## src/rtl/cmd_dispatch_pkg.sv

```systemverilog
// cmd_dispatch_pkg
// Shared definitions for the command dispatcher.
// - FSM state encoding
// - Bit positions of the fields in the 80-bit command word
// - Default NOP opcode
package cmd_dispatch_pkg;

  typedef enum logic [1:0] {
    S_IDLE,
    S_LATCH,
    S_WAIT,
    S_ISSUE
  } state_t;

  localparam int CMD_W    = 80;
  localparam int ADDR_MSB = 79;
  localparam int CODE_MSB = 71;
  localparam int TIME_MSB = 63;
  localparam int DATA_MSB = 31;

  localparam logic [7:0] DEFAULT_NOP_CODE = 8'h00;

endpackage

```

## src/rtl/cmd_dispatch_time_base.sv

```systemverilog
// cmd_dispatch_time_base
// Global sample-time counter for the dispatcher.
// The counter advances by one every clock and wraps.
// A reset_time strobe makes the next value zero.
// reset_time takes priority over the increment.
// Ports:
//   clk        in   system clock
//   rst        in   asynchronous active-high reset
//   reset_time in   one-cycle strobe that clears the counter
//   cur_time   out  TIME_W  current time value
module cmd_dispatch_time_base
  import cmd_dispatch_pkg::*;
#(
  parameter int TIME_W = 32
) (
  input  logic              clk,
  input  logic              rst,
  input  logic              reset_time,
  output logic [TIME_W-1:0] cur_time
);

  always_ff @(posedge clk or posedge rst) begin
    if (rst) begin
      cur_time <= '0;
    end else if (reset_time) begin
      cur_time <= '0;
    end else begin
      cur_time <= cur_time + TIME_W'(1);
    end
  end

endmodule

```

## src/rtl/cmd_dispatch.sv

```systemverilog
// cmd_dispatch
// Consumer end of the host command FIFO.
// Pops one 80-bit word at a time and splits it into addr, code,
// start_time and data. NOP words are discarded. Every other command is
// presented to the pin/DAC controllers over a valid/ready handshake.
//
// Build option: CMD_DISPATCH_TIMESTAMP_EN
//   When this macro is defined, a command is held until cur_time reaches
//   its start time. late_count counts commands that were already overdue
//   when latched. When it is not defined, start_time is ignored,
//   late_count is tied to zero, and the time counter still runs.
//
// Ports:
//   clk, rst           clock and asynchronous active-high reset
//   reset_time         strobe that clears the global time counter
//   cmd_fifo_data_out  FIFO read data, valid the cycle after cmd_fifo_rd_en
//   cmd_fifo_empty     FIFO empty flag
//   cmd_fifo_rd_en     FIFO pop strobe
//   cmd_valid/ready    handshake to the controllers
//   cmd_addr/code/data fields of the command being presented
//   cur_time           global time counter
//   late_count         saturating count of overdue commands
module cmd_dispatch
  import cmd_dispatch_pkg::*;
#(
  parameter int         TIME_W   = 32,
  parameter logic [7:0] NOP_CODE = DEFAULT_NOP_CODE
) (
  input  logic              clk,
  input  logic              rst,
  input  logic              reset_time,
  input  logic [CMD_W-1:0]  cmd_fifo_data_out,
  input  logic              cmd_fifo_empty,
  output logic              cmd_fifo_rd_en,
  output logic              cmd_valid,
  input  logic              cmd_ready,
  output logic [7:0]        cmd_addr,
  output logic [7:0]        cmd_code,
  output logic [31:0]       cmd_data,
  output logic [TIME_W-1:0] cur_time,
  output logic [15:0]       late_count
);

  state_t      state;
  logic [7:0]  word_addr;
  logic [7:0]  word_code;
  logic [31:0] word_start;
  logic [31:0] word_data;

  assign word_addr  = cmd_fifo_data_out[ADDR_MSB -: 8];
  assign word_code  = cmd_fifo_data_out[CODE_MSB -: 8];
  assign word_start = cmd_fifo_data_out[TIME_MSB -: 32];
  assign word_data  = cmd_fifo_data_out[DATA_MSB -: 32];

  cmd_dispatch_time_base #(
    .TIME_W(TIME_W)
  ) u_time_base (
    .clk       (clk),
    .rst       (rst),
    .reset_time(reset_time),
    .cur_time  (cur_time)
  );

  // The pop strobe is decoded from the registered state so the FIFO word
  // is already on cmd_fifo_data_out during the LATCH cycle. This gives the
  // three-cycle IDLE/LATCH/ISSUE turnaround. It is gated by the empty flag
  // and by reset so a pop can never be requested from an empty FIFO or
  // while the block is in reset.
  assign cmd_fifo_rd_en = (state == S_IDLE) && !cmd_fifo_empty && !rst;

`ifdef CMD_DISPATCH_TIMESTAMP_EN
  logic [31:0]       start_time;
  logic [TIME_W-1:0] word_due_time;
  logic [TIME_W-1:0] held_due_time;

  assign word_due_time = TIME_W'(word_start);
  assign held_due_time = TIME_W'(start_time);
`else
  logic unused_start;
  assign unused_start = ^word_start;
`endif

  // Main dispatcher FSM. All handshake outputs and fields are registered.
  always_ff @(posedge clk or posedge rst) begin
    if (rst) begin
      state     <= S_IDLE;
      cmd_valid <= 1'b0;
      cmd_addr  <= '0;
      cmd_code  <= '0;
      cmd_data  <= '0;
`ifdef CMD_DISPATCH_TIMESTAMP_EN
      start_time <= '0;
`endif
    end else begin
      case (state)
        S_IDLE: begin
          if (!cmd_fifo_empty) begin
            state <= S_LATCH;
          end
        end

        S_LATCH: begin
          cmd_addr <= word_addr;
          cmd_code <= word_code;
          cmd_data <= word_data;
`ifdef CMD_DISPATCH_TIMESTAMP_EN
          start_time <= word_start;
          if (word_code == NOP_CODE) begin
            state <= S_IDLE;
          end else if (word_due_time <= cur_time) begin
            state     <= S_ISSUE;
            cmd_valid <= 1'b1;
          end else begin
            state <= S_WAIT;
          end
`else
          if (word_code == NOP_CODE) begin
            state <= S_IDLE;
          end else begin
            state     <= S_ISSUE;
            cmd_valid <= 1'b1;
          end
`endif
        end

        // Equality rather than >= so that a start time just past a
        // counter wrap is not issued early.
        S_WAIT: begin
`ifdef CMD_DISPATCH_TIMESTAMP_EN
          if (cur_time == held_due_time) begin
            state     <= S_ISSUE;
            cmd_valid <= 1'b1;
          end
`else
          state     <= S_ISSUE;
          cmd_valid <= 1'b1;
`endif
        end

        S_ISSUE: begin
          if (cmd_ready) begin
            cmd_valid <= 1'b0;
            state     <= S_IDLE;
          end
        end

        default: begin
          state     <= S_IDLE;
          cmd_valid <= 1'b0;
        end
      endcase
    end
  end

`ifdef CMD_DISPATCH_TIMESTAMP_EN
  // A command is counted as late when its start time is strictly earlier
  // than the time at which it is latched. The count saturates at its
  // maximum value.
  always_ff @(posedge clk or posedge rst) begin
    if (rst) begin
      late_count <= '0;
    end else if ((state == S_LATCH) && (word_code != NOP_CODE) &&
                 (word_due_time < cur_time) && (late_count != 16'hFFFF)) begin
      late_count <= late_count + 16'd1;
    end
  end
`else
  assign late_count = '0;
`endif

endmodule

```

## config.mk

```make
export PLATFORM = sky130hd
export DESIGN_NAME = cmd_dispatch
export DESIGN_NICKNAME = d
export VERILOG_FILES = /design/src/rtl/cmd_dispatch_pkg.sv /design/src/rtl/cmd_dispatch_time_base.sv /design/src/rtl/cmd_dispatch.sv
export SDC_FILE = /design/constraint.sdc
export NUM_CORES = 1
export LEC_CHECK = 0
export CAP_MARGIN = 20
export CORE_ASPECT_RATIO = 0.8
export CORE_MARGIN = 3
export CORE_UTILIZATION = 45
export CTS_BUF_LIST = sky130_fd_sc_hd__clkbuf_4 sky130_fd_sc_hd__clkbuf_8
export DETAILED_ROUTE_END_ITERATION = 8
export DONT_BUFFER_PORTS = 1
export GPL_TIMING_DRIVEN = 0
export PLACE_DENSITY = 0.66
export SYNTH_ARGS = -nofsm -noshare
export SYNTH_HDL_FRONTEND = slang
export SYNTH_SLANG_ARGS = --single-unit
```

## constraint.sdc

```tcl
create_clock -name clk -period 7.3 [get_ports clk]
set_input_delay 2.19 -clock clk [delete_from_list [all_inputs] [get_ports clk]]
set_output_delay 2.19 -clock clk [all_outputs]
set_load 0.01 [all_outputs]
```

==> impl_metrics.tcl, run 1 <==
set metrics [dict create \
    outcome "completed" \
    synth_area_um2 3670 \
    fin_util_pct 53.2 \
    dp_cells 426 \
    start_kind "primary input" \
    cts_root_buf "clkbuf_8" \
    power_density_nw_per_um2 342 \
    totalWireLength_um 7660 \
    holdPathEnd "state[1]" \
    clk_latency_ns 0.35 \
    clockBufferDepth 2 \
    ys_types 34 \
    io_pins 183 \
    dieWidth_um 107 \
    critPathMaxFanout 2 \
    firstDrtPassIters 4 \
    min_path_type "reg -> reg" \
    relSlewSlack_pct 60.4 \
    r2r_end "u_time_base.cur_time[24]" \
    worstMarginPinSlew_ns 0.589 \
    r2r-start "u_time_base.cur_time[0]" \
    antenna_found_initial 0 \
    cts_tree "done" \
    drt_iter0_markers 85 \
    rrSetupSlack_ns 4.80 \
    synthCells 305 \
    cp.arrival_ns 2.68 \
    htree_levels 3 \
    ys_seq_elements 83 \
    final.fill_count 703 \
    endpoint_kind "output pin" \
    synth-edff-count 0 \
    drive_above_1_share_pct 27.6 \
    synth-warning-count 0 \
    die-area_um2 9270 \
    grt_pass1_wl_um 11500 \
    vias 2428 \
    ctsResizeCount 0 \
    ctsHoldBuffers 0 \
    cts.reportedPaths.clkPinSlew_ns 0.08 \
    period_share_pct 66.8 \
    drv_cap 0 \
    peakVddDrop_mv 0.238 \
    multiInputGateArea_um2 1440 \
    fmax_ghz 0.205 \
    maxSlewViolCount 0 \
    crit_family "simple AND/OR/NAND/NOR gates" \
    area_delta_synth_final_pct 10.9 \
    min_from "state[1]" \
    cp_slowest_cell "nor4_1" \
    seq_area_frac_synth_pct 56.7 \
    min_path_cells 1 \
    tns_ns 0 \
    initial_core_util_pct 48.0 \
    critPathMaxStageDelay_ns 0.49 \
    final_nets 418 \
    async_flop_share_pct 100 \
    synth_commonest_cells "dfrtp_1 (83), mux2_2 (51), a21oi_1 (17), nor2_1 (17), buf_4 (16)" \
    drc 0 \
    antenna_left 0 \
    avgViaCountPerCell 5.49 \
    p_leak_nw 1.69 \
    hpwlAfterDp_um 5760 \
    cp_cell_sequence "nor4_1" \
    grt_overflow_total 0 \
    diodes 0 \
    core_um2 7640 \
    grt_max_degree 46 \
    synth_top_area_cell "dfrtp_1" \
    yosysTopAreaCellShare_pct 56.7 \
    place_congestion 0.775 \
    grt_util_all_layers_pct 16.1 \
    skew_ns 0.0117 \
    synthFlopType "dfrtp_1" \
    critPathRequiredTime_ns 5.11 \
    cts_inserted_buffers 9 \
    layout.area.seq_um2 2080 \
    io_buffers 0 \
    finalHoldViolCount 0 \
    finalNonFillerCells 442 \
    rows 28 \
    grt_setup_unrepaired "no" \
    finalSetupViolations 0 \
    min_period_ns 4.87 \
    postCtsSetupBuffers 0 \
    first_global_vias 2281 \
    avgSynthCellArea_um2 12.0 \
    synth_most_common_cell "dfrtp_1" \
    path_buf_inv 0 \
    setup.worst_path.class "in -> out" \
    die_h_um 86.7 \
    wire_per_inst_um 17.3 \
    clkSinkCount 83 \
    synth_area_leaders "dfrtp_1 (57%), mux2_2 (16%), buf_4 (3.3%), a21oi_1 (2.3%), or4_1 (2.0%)" \
    reg2regPathDepth 6 \
]
## registers in the layout, indices dropped and copies added (netlist names)
signal	cells
cmd_data	32
state	2
cmd_valid	1
cmd_addr	8
u_time_base.cur_time	32
cmd_code	8
## metrics by stage
step	hold slack (ns)	setup slack, ns	power [W]	cell area [um2]
after CTS	0.586	2.41	0.00142	4070
after detailed placement	0.566	2.41	0.00111	3880
final	0.577	2.43	0.00139	4070
after global placement	0.550	2.09	0.00109	3850
after global routing	0.600	2.43	0.00147	4070
after floorplan	0.520	2.51	0.00103	3720
## power breakdown
group	total [W]	switching (W)	internal [W]
combinational	0.000310	0.000122	0.000188
sequential	0.000782	0.000173	0.000609
clock	0.000300	0.000162	0.000138
total	0.00139	0.000456	0.000936
## final cells by class
class,count,area share (%)
inverters,8,0.800
multi-input cells,199,35.4
well taps,105,3.23
repair buffers,1,0.677
plain buffers,30,4.31
clock buffers,11,3.57
clock inverters,5,0.923
flip-flops and latches,83,51.1
## cells in the final DEF (no fill, tap or decap), drive strengths merged, types with 2 or more instances in the layout
cell type / netlist / routed
nor2: 17 / 17
o31ai: 8 / 8
xor2: 4 / 4
clkinvlp: 0 / 2
xnor2: 7 / 7
a21oi: 17 / 17
nand2b: 2 / 2
dfrtp: 83 / 83
clkbuf: 10 / 21
nor2b: 4 / 4
clkinv: 0 / 2
or2: 2 / 2
inv: 8 / 9
buf: 20 / 21
nand4: 6 / 6
and4: 2 / 2
mux2: 51 / 51
conb: 1 / 16
nor3: 3 / 3
nor4: 7 / 7
or3: 9 / 9
or4: 10 / 10
nand2: 12 / 12
nand3: 8 / 8
o21ai: 8 / 8
## metal layers
metal	up-vias	wire, um	GRT usage [%]
met4	0	116	6.27
met3	14	738	7.15
met1	1201	3200	20.1
met2	102	3600	24.7
met5	-	0	0
li1	1111	-	-
## worst max path at each step
stage,startpoint,depth (start not counted),endpoint
after detailed placement,cmd_fifo_empty,1,cmd_fifo_rd_en
after global placement,rst,1,u_time_base.cur_time[23]
after global routing,cmd_fifo_empty,1,cmd_fifo_rd_en
after CTS,cmd_fifo_empty,1,cmd_fifo_rd_en
final,cmd_fifo_empty,1,cmd_fifo_rd_en
after floorplan,cmd_fifo_empty,1,cmd_fifo_rd_en
## cells by family after synthesis
family                   synth area share [%]
AND/OR/NAND/NOR                          13.2
flip-flops                               56.7
multiplexers                             15.7
buffers and inverters                    5.60
AO/OA/AOI/OAI                            5.77
XOR/XNOR                                 2.63
adder cells (fa/ha/maj)                 0.341
other                                   0.102
Note: power is estimated with default switching activity, not from simulation.
==> inputs of run 2 (changes only) <==
Clock period 7.3 ns to 5.1 ns, I/O delays scaled along.
==> results of run 2 <==
Same layout as run 1 (identical final DEF). Status: completed.
Among the figures that moved: setup slack after placement 2.41 ns -> 1.53 ns; setup slack after layout 2.43 ns -> 1.55 ns; register-to-register setup slack 4.80 ns -> 2.60 ns; total power 0.00139 W -> 0.00199 W; worst IR drop on VDD 0.238 mV -> 0.340 mV
==> inputs of run 3 (changes only) <==
Settings changed: PLACE_DENSITY 0.66 to 0.68.
Clock period 5.1 ns to 3 ns, I/O delays scaled along.
==> run 3 against run 2 <==
Against the previous run:
- combinational power is 71% higher
- die area stayed put
- wire length is 0.34% lower
- largest cell class unchanged
- cell count is 0.23% higher
- sequential power is 70% higher
- worst setup slack worse by 1.0 ns
- sequential share of layout area is 0.57 points lower
- non-clock buffer count is 1 higher
- power is 77% higher
- count of clock-buffer cells in the layout is 2 lower
==> impl_metrics.tcl, run 3 (synthesis gave the netlist of run 1 again) <==
set metrics [dict create \
    worstMarginPinSlew_ns 0.626 \
    drt_iter0_markers 99 \
    drc 0 \
    place_congestion 0.750 \
    p_leak_nw 1.71 \
    wl_met2_um 3630 \
    clkSinkCount 83 \
    mostFrequentLayoutCells "dfrtp_1 (83), mux2_2 (51), a21oi_1 (17), nor2_1 (17)" \
    totalWireLength_um 7630 \
    endpoint_kind "flip-flop" \
    fin_area_um2 4110 \
    critPathMaxFanout 10 \
    dieWidth_um 107 \
    fmax_ghz 0.403 \
    power_w 0.00352 \
    peakVddDrop_mv 0.438 \
    setup.worst_path.class "reg -> reg" \
    vias 2417 \
    die_h_um 86.7 \
    grt_max_degree 34 \
    core_um2 7640 \
    cts_root_buf "clkbuf_8" \
    cp_cell_sequence "ha_1 -> nand4_1 -> or3_1 -> clkbuf_1 -> or3_2 -> a21oi_1" \
    io_buffers 0 \
    first_global_vias 2419 \
    final_common_cell "dfrtp_1" \
    initial_core_util_pct 48.0 \
    ctsResizeCount 0 \
    skew_ns 0.0149 \
    ctsHoldBuffers 0 \
    drv_cap 0 \
    grt_overflow_total 0 \
    min_path_type "in -> async" \
    grt_pass1_wl_um 12000 \
    antenna_left 0 \
    period_share_pct 82.7 \
    dr_wl_met3_um 819 \
    cts_inserted_buffers 9 \
    power_density_nw_per_um2 856 \
    finalNonFillerCells 443 \
    p_clk_share_pct 24.3 \
    start_kind "flip-flop" \
    critPathMaxStageDelay_ns 0.55 \
    cp_slowest_cell "or3_1" \
    postCtsSetupBuffers 0 \
    final.fill_count 719 \
    pwr-share-seq_pct 54.1 \
    die-area_um2 9270 \
    diodes 0 \
    finalSetupViolations 0 \
    p_int_w 0.00235 \
    clk_latency_ns 0.36 \
    reg_top3 "cmd_data: 32 flops, u_time_base.cur_time: 32 flops" \
    wire_per_inst_um 17.2 \
    hpwlAfterDp_um 5750 \
    drive_above_1_share_pct 27.8 \
    cts_tree "done" \
    io_pins 183 \
    swShare_pct 33.3 \
    grt_setup_unrepaired "no" \
    area_delta_synth_final_pct 12.2 \
    whs_ns 0.456 \
    avgViaCountPerCell 5.46 \
    htree_levels 3 \
    outcome "completed" \
    finalHoldViolCount 0 \
    tns_ns 0 \
    firstDrtPassIters 4 \
    cp.arrival_ns 2.76 \
    critPathRequiredTime_ns 3.28 \
    wl_met1_um 3090 \
    maxSlewViolCount 0 \
    cts.reportedPaths.clkPinSlew_ns 0.09 \
    rows 28 \
    postPlaceCellArea_um2 3900 \
    final_nets 419 \
    comb_power_share_pct 21.6 \
    dp_cells 427 \
    highest_layer "met4" \
    min_period_ns 2.48 \
    p_sw_w 0.00117 \
    relSlewSlack_pct 57.8 \
    clockBufferDepth 2 \
    grt_util_all_layers_pct 16.5 \
    antenna_found_initial 0 \
]
run 3: final timing paths:
path	slack [ns]	start	cells past startpoint	to
max	0.52	u_time_base.cur_time[0]	6	u_time_base.cur_time[24]
min	0.46	rst	1	cmd_data[22]
max reg2reg	0.52	u_time_base.cur_time[0]	6	u_time_base.cur_time[24]
min reg2reg	0.57	u_time_base.cur_time[0]	1	u_time_base.cur_time[0]
max in group asynchronous	1.81	rst	3	u_time_base.cur_time[18]
min in group clk	0.57	u_time_base.cur_time[0]	1	u_time_base.cur_time[0]
run 3: cell type report:
cell class	count	area [um2]	share of cell area (%)
clock buffers	9	124	3.01
repair buffers	2	40.0	0.974
flip-flops and latches	83	2080	50.5
well taps	105	131	3.19
multi-input cells	199	1440	35.0
inverters	8	33.8	0.821
plain buffers	30	175	4.26
clock inverters	7	91.3	2.22
run 3: metal layers:
layer	track usage (%)	vias to the layer above
met4	4.76	0
met3	8.79	8
li1	-	1114
met2	25.8	108
met1	20.1	1187
met5	0	-
run 3: worst max-delay path: cells and delay by family (launching register included):
kind	cells	cell delay, ns
buf+inv	1	0.26
compound gates	1	0.15
fa+ha+maj	1	0.28
flops	1	0.46
simple gates	3	1.26
run 3: power groups by stage:
stage	logic, W	clock network [W]	registers (W)
final	0.000758	0.000856	0.00190
after floorplan	0.000662	0	0.00184
after global routing	0.000847	0.000929	0.00195
after global placement	0.000730	0	0.00192
after detailed placement	0.000779	0	0.00194
after CTS	0.000777	0.000881	0.00192
run 3: through the flow:
step                utilization (%)  setup slack, ns
floorplan                         -            0.794
global placement               50.5            0.574
detailed placement             51.0            0.557
CTS                            53.8            0.525
global route                   53.8            0.380
finish                         53.8            0.520
